[src/rtl/kan_pkg.sv]
// Shared constants, FSM state encoding and data word type for the KAN error accumulator.
// No logic; imported by the accumulator top and its pipeline stage.
package kan_pkg;

    localparam int DATA_W       = 32;
    localparam int DIFF_W       = DATA_W + 1;
    localparam int N_BASE_SHIFT = 11;
    localparam int ACC_W_DEF    = 48;

    typedef enum logic [2:0] {
        IDLE  = 3'd0,
        ACCUM = 3'd1,
        DRAIN = 3'd2,
        FINAL = 3'd3,
        DONE  = 3'd4
    } acc_state_t;

    typedef logic signed [DATA_W-1:0] kan_word_t;

endpackage

[src/rtl/kan_abs_diff.sv]
// Pipeline stage 1: registered 33-bit |target - pred| with valid passthrough.
// One cycle latency, one pair per cycle; no backpressure (always accepts).
module kan_abs_diff
    import kan_pkg::*;
(
    input  logic              clk_i,
    input  logic              rst_ni,
    input  logic              vld_i,
    input  logic [31:0]       pred_i,
    input  logic [31:0]       target_i,
    output logic              vld_o,
    output logic [DIFF_W-1:0] abs_o
);

    logic signed [DIFF_W-1:0] diff;
    logic        [DIFF_W-1:0] abs_d;
    logic        [DIFF_W-1:0] abs_q;
    logic                     vld_q;

    // Sign-extending to 33 bits keeps the worst case -(2^32-1) representable.
    always_comb begin
        diff  = $signed({target_i[31], target_i}) - $signed({pred_i[31], pred_i});
        abs_d = diff[DIFF_W-1] ? DIFF_W'(-diff) : DIFF_W'(diff);
    end

    always_ff @(posedge clk_i or negedge rst_ni) begin
        if (!rst_ni) begin
            vld_q <= 1'b0;
            abs_q <= '0;
        end else begin
            vld_q <= vld_i;
            if (vld_i) begin
                abs_q <= abs_d;
            end
        end
    end

    assign vld_o = vld_q;
    assign abs_o = abs_q;

endmodule

[src/rtl/kan_error_accumulator.sv]
// Mean absolute error over one pass (sum >> N_REC_SHIFT); err_valid at t_last+4, one pair/cycle in ACCUM.
// in_ready only in ACCUM; KAN_LED_CYCLES_EN shows a pass cycle count on LED instead of the error.
module kan_error_accumulator
    import kan_pkg::*;
#(
    parameter int N_RECORDS   = 2048,
    parameter int N_REC_SHIFT = N_BASE_SHIFT,
    parameter int ACC_W       = ACC_W_DEF
) (
    input  logic        CLK100MHZ,
    input  logic        CPU_RESETN,
    input  logic        start,
    input  logic        in_valid,
    output logic        in_ready,
    input  logic [31:0] in_pred,
    input  logic [31:0] in_target,
    input  logic        in_last,
    output logic        busy,
    output logic        err_valid,
    output logic [31:0] err_value,
    output logic        cnt_err,
    output logic [15:0] LED
);

    localparam logic [ACC_W-1:0] ACC_MAX  = {1'b0, {(ACC_W-1){1'b1}}};
    localparam logic [ACC_W-1:0] MEAN_MAX = ACC_W'(32'h7FFF_FFFF);

    acc_state_t        state_q, state_d;
    logic              drain_q, drain_d;
    logic [ACC_W-1:0]  acc_q;
    logic [31:0]       rec_cnt_q;
    kan_word_t         err_value_q;
    logic              err_valid_q;
    logic              cnt_err_q;

    logic              accept;
    logic              start_acc;
    logic              abs_vld;
    logic [DIFF_W-1:0] abs_val;
    logic [ACC_W:0]    sum;
    logic [ACC_W-1:0]  mean;

    assign in_ready  = (state_q == ACCUM);
    assign accept    = in_valid && in_ready;
    assign start_acc = start && ((state_q == IDLE) || (state_q == DONE));
    assign busy      = (state_q == ACCUM) || (state_q == DRAIN) || (state_q == FINAL);

    kan_abs_diff u_abs_diff (
        .clk_i    (CLK100MHZ),
        .rst_ni   (CPU_RESETN),
        .vld_i    (accept),
        .pred_i   (in_pred),
        .target_i (in_target),
        .vld_o    (abs_vld),
        .abs_o    (abs_val)
    );

    always_comb begin
        state_d = state_q;
        drain_d = drain_q;
        case (state_q)
            IDLE, DONE: begin
                if (start) begin
                    state_d = ACCUM;
                end
            end
            ACCUM: begin
                if (accept && in_last) begin
                    state_d = DRAIN;
                    drain_d = 1'b0;
                end
            end
            // Two drain cycles let the last pair pass the abs stage and land in acc.
            DRAIN: begin
                if (drain_q) begin
                    state_d = FINAL;
                end else begin
                    drain_d = 1'b1;
                end
            end
            FINAL:   state_d = DONE;
            default: state_d = IDLE;
        endcase
    end

    always_ff @(posedge CLK100MHZ or negedge CPU_RESETN) begin
        if (!CPU_RESETN) begin
            state_q <= IDLE;
            drain_q <= 1'b0;
        end else begin
            state_q <= state_d;
            drain_q <= drain_d;
        end
    end

    always_comb begin
        sum  = {1'b0, acc_q} + (ACC_W+1)'(abs_val);
        mean = acc_q >> N_REC_SHIFT;
    end

    always_ff @(posedge CLK100MHZ or negedge CPU_RESETN) begin
        if (!CPU_RESETN) begin
            acc_q     <= '0;
            rec_cnt_q <= '0;
        end else if (start_acc) begin
            acc_q     <= '0;
            rec_cnt_q <= '0;
        end else begin
            if (abs_vld) begin
                acc_q <= (sum > {1'b0, ACC_MAX}) ? ACC_MAX : sum[ACC_W-1:0];
            end
            if (accept) begin
                rec_cnt_q <= rec_cnt_q + 32'd1;
            end
        end
    end

    always_ff @(posedge CLK100MHZ or negedge CPU_RESETN) begin
        if (!CPU_RESETN) begin
            err_value_q <= '0;
            err_valid_q <= 1'b0;
            cnt_err_q   <= 1'b0;
        end else if (start_acc) begin
            err_value_q <= '0;
            err_valid_q <= 1'b0;
            cnt_err_q   <= 1'b0;
        end else begin
            err_valid_q <= (state_q == FINAL);
            if (state_q == FINAL) begin
                err_value_q <= (mean > MEAN_MAX) ? 32'sh7FFF_FFFF : kan_word_t'(mean[31:0]);
                cnt_err_q   <= (rec_cnt_q != 32'(N_RECORDS));
            end
        end
    end

    assign err_value = err_value_q;
    assign err_valid = err_valid_q;
    assign cnt_err   = cnt_err_q;

`ifdef KAN_LED_CYCLES_EN
    logic [31:0] cycle_count_q;

    // Counts every cycle from the accepted start through the err_valid cycle inclusive.
    always_ff @(posedge CLK100MHZ or negedge CPU_RESETN) begin
        if (!CPU_RESETN) begin
            cycle_count_q <= '0;
        end else if (start_acc) begin
            cycle_count_q <= 32'd1;
        end else if ((busy || err_valid_q) && (cycle_count_q != 32'hFFFF_FFFF)) begin
            cycle_count_q <= cycle_count_q + 32'd1;
        end
    end

    assign LED = cycle_count_q[31:16];
`else
    always_comb begin
        LED = err_value_q[15:0];
        if (err_value_q[31]) begin
            LED = 16'h0000;
        end else if (err_value_q > 32'sh0000_FFFF) begin
            LED = 16'hFFFF;
        end
    end
`endif

endmodule

[config.mk]
export PLATFORM = sky130hd
export DESIGN_NAME = kan_error_accumulator
export DESIGN_NICKNAME = d
export VERILOG_FILES = /design/src/rtl/kan_pkg.sv /design/src/rtl/kan_abs_diff.sv /design/src/rtl/kan_error_accumulator.sv
export SDC_FILE = /design/constraint.sdc
export NUM_CORES = 1
export LEC_CHECK = 0
export CAP_MARGIN = 10
export CORE_UTILIZATION = 40
export DETAILED_ROUTE_END_ITERATION = 10
export GPL_TIMING_DRIVEN = 0
export PLACE_DENSITY_LB_ADDON = 0.15
export REMOVE_ABC_BUFFERS = 1
export SLEW_MARGIN = 20
export SYNTH_ARGS = -nofsm -noshare
export SYNTH_HDL_FRONTEND = slang
export SYNTH_SLANG_ARGS = --single-unit
[constraint.sdc]
create_clock -name CLK100MHZ -period 3.5 [get_ports CLK100MHZ]
set_input_delay 0.7 -clock CLK100MHZ [delete_from_list [all_inputs] [get_ports CLK100MHZ]]
set_output_delay 0.7 -clock CLK100MHZ [all_outputs]
set_load 0.005 [all_outputs]
# ---- After elaboration in Yosys (flattened, before gate mapping)
# Cells that the tools add are included.
dict set report totals {
  ff_bits 152
  input_bits 69
  output_inout_bits 52
  wordCells 58
}
dict set report classes {
  n_addsub 4
  order_cmp 3
  n_eq_ne 8
  muxes 20
  reduce_logical 14
}
# op n
set ops {}
lappend ops {{$mux W32} 5}
lappend ops {{$mux W48} 3}
lappend ops {{$add A48 B33 Y49} 1}
lappend ops {{$gt A49 B47 Y1 const B} 1}
lappend ops {{$gt A37 B31 Y1 const B} 1}
lappend ops {{$mux W33} 1}
lappend ops {{$neg A33 Y33} 1}
lappend ops {{$sub A32 B32 Y33} 1}
lappend ops {{$add A32 B1 Y32 const B} 1}
lappend ops {{$gt A32 B17 Y1 const B} 1}
lappend ops {{$mux W16} 2}
lappend ops {{$ne A32 B12 Y1 const B} 1}
lappend ops {{$pmux W3 S4} 1}
lappend ops {{$mux W3} 3}
lappend ops {{$reduce_bool A2 Y1} 4}
lappend ops {{$eq A3 B2 Y1 const B} 2}
lappend ops {{$mux W1} 4}
lappend ops {{$ne A2 B2 Y1 const B} 2}
lappend ops {{$eq A3 B1 Y1 const B} 1}
lappend ops {{$eq A3 B3 Y1 const B} 1}
lappend ops {{$logic_and A1 B1 Y1} 3}
lappend ops {{$logic_not A3 Y1} 1}
lappend ops {{$logic_or A1 B1 Y1} 3}
lappend ops {{$reduce_and A3 Y1} 1}
lappend ops {{4 further kinds} 4}

# ---- Longest topological paths before layout
dict set report depth {
  depth_word 5
  depth_mapped 15
  ltp_nobuf 14
}

# ---- By module
# From an unflattened synthesis, not the netlist that was laid out.
dict set report hier_totals {
  cells_unflattened 1494
  area_unflattened_um2 11690.0
}
# mod instances cells_each area_each_um2 seq_area_each_um2
set modules_own_cells {}
lappend modules_own_cells {kan_error_accumulator 1 905 7379.6 2952.8}
lappend modules_own_cells {kan_abs_diff 1 589 4310.4 850.8}

# ---- Worst setup path after synthesis
# Ideal clock, no wire load.
dict set report synth_path {
  path_kind {input -> register}
  startpoint {input in_target[0]}
  endpoint {register u_abs_diff.abs_q[31], in the netlist u_abs_diff.abs_o[31]}
  arrival_time_ns 3.458
  t_required_ns 3.368
  slack_ns -0.090
  stages 15
  cell_sequence {inv_1 > ha_1 > inv_1 > fa_1 > a21o_1 > a221oi_4 > a22oi_1 > a311o_1 > a22oi_2 > nand4b_1 > and4bb_1 > buf_4 > a41oi_2 > xnor2_1 > o21ai_1}
}
dict set report synth_via {
  elab_chain_len 3
}
# item line_no
set synth_rtl {}
lappend synth_rtl {{start, declared} kan_error_accumulator.sv:16} ;# input logic [31:0] in_target,
lappend synth_rtl {{$sub A32 B32 Y33 *} kan_abs_diff.sv:22} ;# diff = $signed({target_i[31], target_i}) - $signed({pred_i[31], pred_i});
lappend synth_rtl {{$neg A33 Y33} kan_abs_diff.sv:23} ;# abs_d = diff[DIFF_W-1] ? DIFF_W'(-diff) : DIFF_W'(diff);
lappend synth_rtl {{$mux W33 *} kan_abs_diff.sv:23}
lappend synth_rtl {{end signal, assigned} kan_abs_diff.sv:33} ;# abs_q <= abs_d;
lappend synth_rtl {{end, declared} kan_abs_diff.sv:17} ;# logic [DIFF_W-1:0] abs_q;
# Every way passes the cells marked *; elsewhere a longest branch is shown, timed or not.
# A chain may end at the register's enable or synchronous reset.

# ---- Worst setup path in the final report
dict set report layout_path {
  startpoint {input in_target[0]}
  endpoint {register u_abs_diff.abs_q[29], in the netlist u_abs_diff.abs_o[29]}
}
# Same word-level chain as after synthesis.

==> run summary <==
First-pass GRT wire length -> 48.6 mm
Internal -> 5.91 mW
Overall Global Routing Usage -> 0.207
H-tree depth -> 4
Synth Register Bits -> 152
Async S/R FF share, synth -> 1.00
Number of synthesized flops with an enable pin -> 0
Slew headroom -> 0.375
WL per Instance -> 15.6 um
Final cycle utilization of the critical path -> 0.983
Via count -> 10,500
RePlAce Congestion -> 0.892
Crit-path cells -> buf_6 > inv_4 > ha_4 > inv_2 > fa_2 > a21o_1 > a221oi_4 > buf_6 > buf_12 > a221oi_4 > or3_4 > a22oi_2 > nand4b_1 > buf_4 > nor2_4 > a41oi_2 > xor2_1 > o21ai_1
CTS Buf Count -> 17
Multi-input gate area -> 7800 um^2
Critical path class -> in2reg
Sw Share -> 0.411
Via count of the first global-routing pass -> 9,739
Seq pwr share -> 0.284
Worst slack, placed -> -1.00 ns
DRT iter0 DRCs -> 739
Std cell rows -> 61
Count of input and output buffers -> 120
Synth area leader -> dfrtp_1
Reg2Reg Launch Point -> u_abs_diff.abs_o[0]
Cell Area, Synth -> 11,300 um^2
Layout Skew -> 0.00798 ns
CTS Root Cell -> clkbuf_16
Starting Density -> 0.407
Type of origin of the critical path -> input port
Largest cells by area after synthesis -> dfrtp_1 34%, ha_1 7.5%, o21ai_0 6.9%, a21oi_1 5.2%, nor2_1 4.7%
Core Region -> 27,800 um^2
Hold Fails Final Rpt -> 0
Area growth syn-to-layout -> 29.7%
Die X -> 170 um
Sequential share of the synthesized area -> 0.336
PD cells -> 685 nW/um^2
Post-route ant nets -> 0
Netlist cell types -> 80
Final instance area -> 14,700 um^2
Commonest cells after routing, fill and taps aside -> 151 x dfrtp_1, 145 x o21ai_0, 139 x nor2_1, 125 x nand2_1, 107 x clkdlybuf4s50_1
Final Worst Setup Slack -> 0.0580 ns
Post-CTS Hold Buffers -> 0
RSZ-0062 raised after global routing -> yes
Grt ovf -> 0
Worst endpoint required time -> 3.81 ns
Post-layout min period -> 3.44 ns
DP Area -> 12,800 um^2
Worst vdd ir -> 0.332 mV
Most common cell after layout, fill and taps aside -> dfrtp_1
Top cell type's share of synthesized area -> 0.336
R2R depth -> 14
Pin count of the biggest net entering global routing -> 84
HPWL Detailed -> 20.8 mm
# DRC -> 0
Crit Path Max Fanout -> 6
Avg Cell Area, Syn -> 8.09 um^2
Max cap viols -> 0
Worst path depth -> 18
Worst-skew pair later-pin latency -> 0.43 ns
Final nets -> 1,656
Final wirelength -> 29.7 mm
Fill count -> 2,690
Slowest cell on the critical path -> or3_4
First-pass DRT Iterations -> 5
Status -> completed
Storage cell area -> 3810 um^2
Final setup violating endpoints -> 0
CP bufs+invs -> 6
Placed instance count -> 1,828
DIE AREA -> 29,000 um^2
Net Sw Power -> 4.13 mW
Max incr delay on CP -> 0.34 ns
Initial antenna violation count -> 0
Least-Margin Pin Slew -> 0.935 ns
Die Y -> 170 um
Top delay family on crit path -> compound AO/OA/AOI/OAI gates
Final cell count without fillers -> 1,908
Ant. Diodes -> 0
Nature of the critical path endpoint -> flop
Pins Over Slew Limit -> 0
Worst EP arrival -> 3.75 ns
Ys flop type -> dfrtp_1
Achievable frequency -> 291 MHz
Clk pwr share -> 0.183
IO Pins -> 121
CTS Sinks -> 152
Comb power frac -> 0.533
Yosys Warn Count -> 0
CTS tree -> done
Clk buf depth -> 2
Pleak -> 6.23 nW
Synthesized instance count -> 1,399
Share of cells above drive strength 1 -> 0.151
Worst Hold Class -> in2async
Reg clk slew, reported paths -> 0.06 ns
Vias/cell -> 5.49
Crit. Startpoint -> in_target[0]
layout make-up:
class	count	share of cell area
clock buffer	22	0.0316
clock inverter	10	0.00810
inverter	62	0.0165
multi-input combinational	1110	0.532
sequential	152	0.260
tap	378	0.0322
timing repair buffer	174	0.120
metrics by stage:
stage | hold WS (ns) | setup TNS, ns | utilization | power [mW]
CTS | 0.261 | 0 | 0.507 | 9.90
detailed placement | 0.479 | -56.82 | 0.462 | 7.79
floorplan | 0.404 | -12.07 | - | 5.99
finish | 0.242 | 0 | 0.528 | 10.0
global route | 0.292 | -0.125 | 0.528 | 10.8
global placement | 0.472 | -840.20 | 0.456 | 7.63
synth_stat cells, types with 6 or more instances:
| master | count |
|---|---|
| dfrtp_1 | 152 |
| o21bai_1 | 9 |
| nor2b_1 | 11 |
| nor2_1 | 141 |
| nand3_1 | 25 |
| o21a_1 | 14 |
| a311oi_1 | 8 |
| and4_1 | 7 |
| and2_1 | 17 |
| xnor2_1 | 49 |
| nand4_1 | 27 |
| a31oi_1 | 42 |
| o21ai_1 | 12 |
| a211oi_1 | 12 |
| a21o_1 | 23 |
| o211ai_1 | 11 |
| clkbuf_1 | 63 |
| buf_2 | 8 |
| and3_1 | 21 |
| ha_1 | 68 |
| xor2_1 | 52 |
| inv_1 | 61 |
| a221oi_1 | 7 |
| nor4_1 | 12 |
| nand2_1 | 129 |
| a21oi_1 | 117 |
| or3_1 | 17 |
| nand2b_1 | 8 |
| nor3_1 | 27 |
| o21ai_0 | 155 |
| a211o_1 | 6 |
power groups by stage:
stage / clock network, mW / registers [mW] / logic (mW)
2_1_floorplan: 0 / 2.67 / 3.31
3_3_place_gp: 0 / 2.86 / 4.77
3_5_place_dp: 0 / 2.87 / 4.92
4_1_cts: 1.89 / 2.84 / 5.17
5_1_grt: 1.95 / 2.94 / 5.96
6_report: 1.84 / 2.85 / 5.35
sequential cells by signal, summed over array words and instances (netlist names):
register and flops:
acc_q 48, cnt_err 1, drain_q 1, err_valid 1, err_value 32, rec_cnt_q 32, state_q 3, u_abs_diff.abs_o 33
u_abs_diff.vld_o 1
cell families (layout without fill, tap and decap cells):
family / count (synthesis) / in the layout / share of synthesized area
compound gates: 469 / 470 / 0.258
xor+xnor: 102 / 102 / 0.0796
fa+ha+maj: 70 / 70 / 0.0787
buf+inv: 139 / 268 / 0.0480
flops: 152 / 152 / 0.336
mux: 2 / 2 / 0.00188
simple gates: 465 / 466 / 0.198
final timing paths:
path / to / slack, ns
setup / recovery: u_abs_diff.abs_o[29] / 0.06
hold / removal: err_valid / 0.24
setup reg to reg: acc_q[43] / 0.11
hold reg to reg: u_abs_diff.abs_o[16] / 0.49
max in group asynchronous: u_abs_diff.vld_o / 2.47
min in group CLK100MHZ: u_abs_diff.abs_o[16] / 0.49
timing repair:
item                       in CTS  in global routing
setup buffers                  25                 21
gates resized for setup       103                 91
pin swaps                      43                 50
gates cloned                    3                  0
setup endpoints to repair      82                 56
per-layer routing:
layer  vias to the layer above  track usage  part of all wire
li1                       5293            -                 -
met1                      4869        0.290              0.49
met2                       263        0.328              0.45
met3                        45       0.0221             0.036
met4                         0       0.0819             0.023
met5                         -            0                 0
No activity file was read; power rests on OpenSTA's default activity.
